**config.mk**
```make
export PLATFORM = sky130hd
export DESIGN_NAME = serial_add_sub
export DESIGN_NICKNAME = d
export VERILOG_FILES = /design/src/rtl/serial_add_sub_pkg.sv /design/src/rtl/fullAdderNOR.sv /design/src/rtl/serial_add_sub.sv
export SDC_FILE = /design/constraint.sdc
export NUM_CORES = 1
export LEC_CHECK = 0
export CORE_ASPECT_RATIO = 1.2
export CORE_MARGIN = 2
export CORE_UTILIZATION = 25
export CTS_CLUSTER_SIZE = 10
export DETAILED_ROUTE_END_ITERATION = 8
export PLACE_DENSITY = 0.51
export SYNTH_ARGS = -nofsm -noshare
export SYNTH_HDL_FRONTEND = slang
export SYNTH_HIERARCHICAL = 1
export SYNTH_SLANG_ARGS = --single-unit
```
**constraint.sdc**
```tcl
create_clock -name clk -period 4.5 [get_ports clk]
set_clock_uncertainty 0.1 [all_clocks]
set_input_delay 0.675 -clock clk [delete_from_list [all_inputs] [get_ports clk]]
set_output_delay 0.675 -clock clk [all_outputs]
set_load 0.02 [all_outputs]
```
**src/rtl/serial_add_sub_pkg.sv**
```systemverilog
// ============================================================================
// Module      : serial_add_sub_pkg
// Description : Shared FSM state and operation encodings for the bit-serial
//               adder/subtractor.
// Revision    : 1.0 - initial release
// ============================================================================
`default_nettype none

package serial_add_sub_pkg;

    typedef logic [1:0] state_t;

    localparam state_t c_st_idle = 2'd0;
    localparam state_t c_st_run  = 2'd1;
    localparam state_t c_st_done = 2'd2;

    localparam logic c_op_add = 1'b0;
    localparam logic c_op_sub = 1'b1;

endpackage : serial_add_sub_pkg

`default_nettype wire

```
**src/rtl/fullAdderNOR.sv**
```systemverilog
// ============================================================================
// Module      : fullAdderNOR
// Description : One-bit full adder built from two-input and three-input NORs.
// Revision    : 1.0 - initial release
// ============================================================================
`default_nettype none

module fullAdderNOR (
    input  logic i_a,
    input  logic i_b,
    input  logic i_cin,
    output logic o_sum,
    output logic o_cout
);

    logic w_ab_n;
    logic w_a_only;
    logic w_b_only;
    logic w_ab_xnor;
    logic w_ab_xor;
    logic w_pc_n;
    logic w_p_only;
    logic w_c_only;
    logic w_sum_xnor;
    logic w_ac_n;
    logic w_bc_n;

    // XOR is formed as NOR of the two "one-but-not-other" terms, then inverted.
    assign w_ab_n     = ~(i_a | i_b);
    assign w_a_only   = ~(i_a | w_ab_n);
    assign w_b_only   = ~(i_b | w_ab_n);
    assign w_ab_xnor  = ~(w_a_only | w_b_only);
    assign w_ab_xor   = ~(w_ab_xnor | w_ab_xnor);

    assign w_pc_n     = ~(w_ab_xor | i_cin);
    assign w_p_only   = ~(w_ab_xor | w_pc_n);
    assign w_c_only   = ~(i_cin | w_pc_n);
    assign w_sum_xnor = ~(w_p_only | w_c_only);
    assign o_sum      = ~(w_sum_xnor | w_sum_xnor);

    // Majority = (a|b)&(a|c)&(b|c) = NOR of the three pairwise NORs.
    assign w_ac_n     = ~(i_a | i_cin);
    assign w_bc_n     = ~(i_b | i_cin);
    assign o_cout     = ~(w_ab_n | w_ac_n | w_bc_n);

endmodule : fullAdderNOR

`default_nettype wire

```
**src/rtl/serial_add_sub.sv**
```systemverilog
// ============================================================================
// Module      : serial_add_sub
// Description : Bit-serial WIDTH-bit adder/subtractor, LSB first, one bit per
//               clock through a single full-adder slice.
// Revision    : 1.0 - initial release
// ============================================================================
`default_nettype none

module serial_add_sub
    import serial_add_sub_pkg::*;
#(
    parameter int WIDTH = 8
) (
    input  logic             clk,
    input  logic             rst,
    input  logic             start,
    input  logic             sub,
    input  logic [WIDTH-1:0] a,
    input  logic [WIDTH-1:0] b,
    output logic             busy,
    output logic             done,
    output logic [WIDTH-1:0] result,
    output logic             cout,
    output logic             overflow
);

    localparam int CNT_W = $clog2(WIDTH);
    localparam logic [CNT_W-1:0] c_last_bit = CNT_W'(WIDTH - 1);

    state_t           r_state;
    logic [CNT_W-1:0] r_cnt;
    logic             r_carry;
    logic [WIDTH-1:0] r_a_sr;
    logic [WIDTH-1:0] r_b_sr;
    logic [WIDTH-1:0] r_result;
    logic             r_cout;
    logic             r_ovf;

    logic w_sum;
    logic w_slice_cout;

    fullAdderNOR u_slice (
        .i_a    (r_a_sr[0]),
        .i_b    (r_b_sr[0]),
        .i_cin  (r_carry),
        .o_sum  (w_sum),
        .o_cout (w_slice_cout)
    );

    always_ff @(posedge clk) begin
        if (rst) begin
            r_state  <= c_st_idle;
            r_cnt    <= '0;
            r_carry  <= 1'b0;
            r_a_sr   <= '0;
            r_b_sr   <= '0;
            r_result <= '0;
            r_cout   <= 1'b0;
            r_ovf    <= 1'b0;
        end else begin
            case (r_state)
                c_st_idle: begin
                    if (start) begin
                        // Subtract as a + ~b + 1: invert B at load, seed carry with 1.
                        r_a_sr  <= a;
                        r_b_sr  <= b ^ {WIDTH{sub}};
                        r_carry <= (sub == c_op_sub);
                        r_cnt   <= '0;
                        r_state <= c_st_run;
                    end
                end
                c_st_run: begin
                    r_result <= {w_sum, r_result[WIDTH-1:1]};
                    r_a_sr   <= r_a_sr >> 1;
                    r_b_sr   <= r_b_sr >> 1;
                    r_carry  <= w_slice_cout;
                    if (r_cnt == c_last_bit) begin
                        // r_carry is the carry into the MSB on this final bit.
                        r_cout  <= w_slice_cout;
                        r_ovf   <= r_carry ^ w_slice_cout;
                        r_state <= c_st_done;
                    end else begin
                        r_cnt <= r_cnt + 1'b1;
                    end
                end
                c_st_done: begin
                    r_state <= c_st_idle;
                end
                default: begin
                    r_state <= c_st_idle;
                end
            endcase
        end
    end

    assign busy     = (r_state == c_st_run);
    assign done     = (r_state == c_st_done);
    assign result   = r_result;
    assign cout     = r_cout;
    assign overflow = r_ovf;

endmodule : serial_add_sub

`default_nettype wire

```
; Yosys cells after proc, flatten, opt, wreduce, memory -nomap -nowiden
; Index checks and enable logic that the tools add are counted.
; W data, S select, Z words.
[classes]
div = 0
order_cmp = 0
eq_ne = 6
addsub = 1
n_mux = 12
n_reduce_logical = 6
bitwise = 23
shift = 0
multipliers = 0
[op_table]
columns = operator, count
row1 = $pmux W8 S2, 2
row2 = $mux W8, 2
row3 = $or A1 B1 Y1, 12
row4 = $not A1 Y1, 9
row5 = $xor A8 B8 Y8, 1
row6 = $mux W3, 2
row7 = $pmux W3 S2, 1
row8 = $reduce_and A2 Y1, 3
row9 = $mux W2, 2
row10 = $ne A2 B2 Y1 const B, 2
row11 = $pmux W2 S2, 1
row12 = $add A3 B1 Y3 const B, 1
row13 = $eq A3 B3 Y1 const B, 1
row14 = $reduce_and A3 Y1, 1
row15 = $eq A2 B1 Y1 const B, 1
row16 = $eq A2 B2 Y1 const B, 1
row17 = $logic_not A2 Y1, 1
row18 = $ne A2 B1 Y1 const B, 1
row19 = $pmux W1 S2, 1
row20 = $reduce_bool A2 Y1, 1
row21 = $mux W1, 1
row22 = $xor A1 B1 Y1, 1
[totals]
mem_count = 0
word_cells = 56
ram_bits = 0
input_bits = 20
register_bits = 32
latch_bits = 0
romBits = 0
output_inout_bits = 12

; Logic depth before layout (Yosys ltp)
[depth]
word_depth = 10
ltp_mapped = 6
mapped_depth_nobuf = 5

; By module
; Netlist, hierarchy kept.
[modules_own_cells]
columns = module, n_inst, seq_area_each_um2, cells_each, area_each_um2
row1 = serial_add_sub, 1, 640.6, 178, 1529.0
row2 = fullAdderNOR, 1, 0.0, 1, 20.0

; Worst setup path after synthesis
; No wires, ideal clock.
[synth_timing]
kind = register -> output
start = register r_state[1]
end = output port done
t_required_ns = 3.725
path_stages_with_launch = 4
path_buffers = 2
slack_ns = 2.612
arrival_ns = 1.113
cell_sequence = dfxtp_1 > buf_2 > buf_2 > nor2b_1
[synth_via]
elab_chain_cells = 1
[synth_rtl]
columns = item, line
row1 = "start, declared", serial_add_sub.sv:30  ; state_t r_state;
row2 = "start signal, assigned", serial_add_sub.sv:52  ; r_state <= c_st_idle;
row3 = "start signal, assigned", serial_add_sub.sv:69  ; r_state <= c_st_run;
row4 = "start signal, assigned", serial_add_sub.sv:81  ; r_state <= c_st_done;
row5 = $eq A2 B2 Y1, serial_add_sub.sv:97  ; assign done = (r_state == c_st_done);
row6 = "end, declared", serial_add_sub.sv:21  ; output logic done,
; Every way passes these cells.

; Worst setup path in the final report
[layout_timing]
start = register r_state[1]
end = output port busy
[layout_via]
elab_chain_cells = 1
[layout_rtl]
columns = item, line
row1 = $eq A2 B1 Y1, serial_add_sub.sv:96  ; assign busy = (r_state == c_st_run);
row2 = "end, declared", serial_add_sub.sv:20  ; output logic busy,
; Every way passes these cells.

==> results.sh <==
export IMPL_status="completed"
export IMPL_dp_cells=280
export IMPL_drtAntennaViolNets=0
export IMPL_synth_area_mux_share_pct=0
export IMPL_grt_start_max_net_pins=26
export IMPL_startpoint_type="flop"
export IMPL_min_period_over_period_pct=62.6
export IMPL_overflow=0
export IMPL_areaGrowthSynthToFinish_pct=27.3
export IMPL_synth_top_family_by_area="compound AO/OA/AOI/OAI gates"
export IMPL_final_cell_mix="dfxtp_1, clkdlybuf4s50_1, a21oi_1"
export IMPL_fin_cells=287
export IMPL_vdd_drop_max_v=0.000123
export IMPL_yosys_warnings=6
export IMPL_io_pins=32
export IMPL_clk_latency_ns=0.27
export IMPL_maxSlewHeadroom_pct=46.8
export IMPL_met1_length_microns=1650
export IMPL_rsz0062_at_grt="no"
export IMPL_vias=1272
export IMPL_syn_area_sq_um=1550
export IMPL_cts_buffers=5
export IMPL_syn_area_per_cell_sq_um=8.65
export IMPL_place_congestion=0.717
export IMPL_wirelength_microns=3370
export IMPL_setup_tns_final_ns=0
export IMPL_stdcell_area_sq_um=1970
export IMPL_crit_fanout=25
export IMPL_die_w_microns=75.9
export IMPL_p_seq_share_pct=50.9
export IMPL_setup_viol=0
export IMPL_vias_per_cell=4.43
export IMPL_synth_compound_area_share_pct=28.0
export IMPL_num_antenna_cells=0
export IMPL_critPathCaptureType="output port"
export IMPL_p_clk_share_pct=33.2
export IMPL_max_cap_viol_count=0
export IMPL_critPathKind="flop to output port"
export IMPL_wl_met3_microns=117
export IMPL_cts_tree="yes"
export IMPL_clkSinkCount=32
export IMPL_first_iter_violations=44
export IMPL_grt_pass1_wl_microns=5890
export IMPL_slew_viol_final=0
export IMPL_timing_fmax_ghz=0.355
export IMPL_hold_path_class="flop to flop"
export IMPL_htreeDepth=2
export IMPL_crit_reg2reg_launch="r_state[1]"
export IMPL_fin_nets=228
export IMPL_power_share_switching_pct=26.5
export IMPL_place_hpwl_microns=2290
export IMPL_cp_startpoint="r_state[1]"
export IMPL_p_leak_nw=0.691
export IMPL_period_needed_ns=2.82
export IMPL_wl_per_cell_microns=11.7
export IMPL_intPower_mw=0.455
export IMPL_die_area_sq_um=6840
export IMPL_num_rows=31
export IMPL_power_density_nw_per_um2=314
export IMPL_clockRootBuffer="clkbuf_8"
export IMPL_antenna_found_initial=0
export IMPL_cp_arrival_ns=2.04
export IMPL_ys_ff_latch=32
export IMPL_critPathCapture="busy"
export IMPL_pwr_share_comb_pct=15.9
export IMPL_post_cts_buffers=0
export IMPL_dr_pass1_iters=4
export IMPL_start_util_pct=25.8
export IMPL_synth_simple_area_share_pct=14.0
export IMPL_layout_commonest_cell="dfxtp_1"
export IMPL_synth_nets=202
export IMPL_track_usage_pct=11.0
export IMPL_hold_buffers=0
export IMPL_synthAdderAreaFrac_pct=2.91
export IMPL_clkTransAtPathRegs_ns=0.06
export IMPL_die_height_microns=90.2
export IMPL_place_area_sq_um=1890
export IMPL_worstPathRequired_ns=3.72
export IMPL_seq_area_frac_synth_pct=41.4
export IMPL_fp_coreArea_sq_um=6010
export IMPL_synth_xor_area_share_pct=5.09
export IMPL_grt_pass1_vias=1271
export IMPL_reg2reg_depth=4
export IMPL_drc=0
export IMPL_hold_violations=0
export IMPL_io_buffers=31
export IMPL_power_switching_mw=0.164
export IMPL_r2r_slack_ns=2.72
export IMPL_cts_buffer_depth=2
export IMPL_syn_inst=179
export IMPL_tightest_slew_ns=0.798
export IMPL_post_cts_resize_count=0
export IMPL_r2r_end="result[3]"
export IMPL_met2WireLength_microns=1540
export IMPL_yosysUniqueCellTypes=30
export IMPL_top_layer="met4"
export IMPL_layout_drive_gt1_share_pct=7.80
cells in the mapped netlist:
cell type  instances  area share, %
or2_1              1           0.40
a221oi_1           1           0.57
nand2_1           22            5.3
nor2b_1            3            1.2
clkbuf_1           4           0.97
nand2b_1           5            2.0
o31ai_1            1           0.48
buf_2              6            1.9
o22ai_2            7            5.7
inv_1             12            2.9
a21oi_1           26            8.4
o21ai_1            4            1.3
nand3_1            1           0.32
dfxtp_1           32             41
or3_1              1           0.40
nor3_1             1           0.32
ha_1               2            1.6
o22ai_1            1           0.40
o221a_1            8            5.8
buf_4              2           0.97
nor2_1            14            3.4
o21bai_1           1           0.48
nor4b_1            1           0.57
a22oi_1            9            4.4
a311oi_1           1           0.57
inv_4              1           0.40
fa_1               1            1.3
xor2_1             1           0.57
xnor2_1            8            4.5
buf_6              2            1.5
per-stage QoR:
stage | util, % | hold WS, ns | worst slack [ns] | power [mW]
detailed placement | 31.5 | 0.348 | 1.84 | 0.420
global route | 32.8 | 0.381 | 1.55 | 0.659
floorplan | - | 0.345 | 2.61 | 0.387
finish | 32.8 | 0.355 | 1.68 | 0.618
global placement | 31.5 | 0.345 | 1.85 | 0.420
CTS | 32.8 | 0.357 | 1.69 | 0.629
per-layer routing:
layer	vias to the layer above	track usage, %
met5	-	0
met4	0	4.09
met3	8	3.25
met2	25	15.7
met1	569	15.5
li1	670	-
final cells by class:
cell class,count,area (sq um)
Clock buffer,6,72.6
Timing Repair Buffer,33,325
Inverter,13,51.3
Tap cell,82,103
Fill cell,644,4040
Multi-Input combinational cell,120,774
Sequential cell,32,641
Clock inverter,1,5.00
worst min path at each step:
stage | from | endpoint | slack [ns] | cells after the start
final | result[0] | result[0] | 0.35 | 2
after global routing | result[0] | result[0] | 0.38 | 2
after CTS | result[0] | result[0] | 0.36 | 2
after detailed placement | result[0] | result[0] | 0.35 | 2
after global placement | result[0] | result[0] | 0.35 | 2
after floorplan | r_cnt[1] | r_cnt[1] | 0.35 | 2
registers in the layout, summed over array words and instances, names as in the netlist:
signal,count
cout,1
overflow,1
r_a_sr,8
r_b_sr,8
r_carry,1
r_cnt,3
r_state,2
result,8
cell families (layout without fill, tap and decap cells):
| group | after synthesis | in the layout |
|---|---|---|
| AOI/OAI and AO/OA | 59 | 59 |
| and+or+nand+nor | 49 | 49 |
| DFF | 32 | 32 |
| buffers and inverters | 27 | 53 |
| xor gates and xnor gates | 9 | 9 |
| adders and majority gates | 3 | 3 |
power groups by stage:
stage	Combinational [mW]	Clock, mW	Sequential, mW
floorplan	0.0702	0	0.317
global placement	0.0988	0	0.321
detailed placement	0.0984	0	0.321
CTS	0.0989	0.215	0.315
global route	0.110	0.231	0.318
finish	0.0981	0.205	0.315
critical path, cell delays in order (launching register included):
cell and delay [ns]:
dfxtp_1 0.84, nand2b_1 0.26, inv_4 0.11, clkdlybuf4s50_1 0.55
Power figures use the tool's default switching activity.
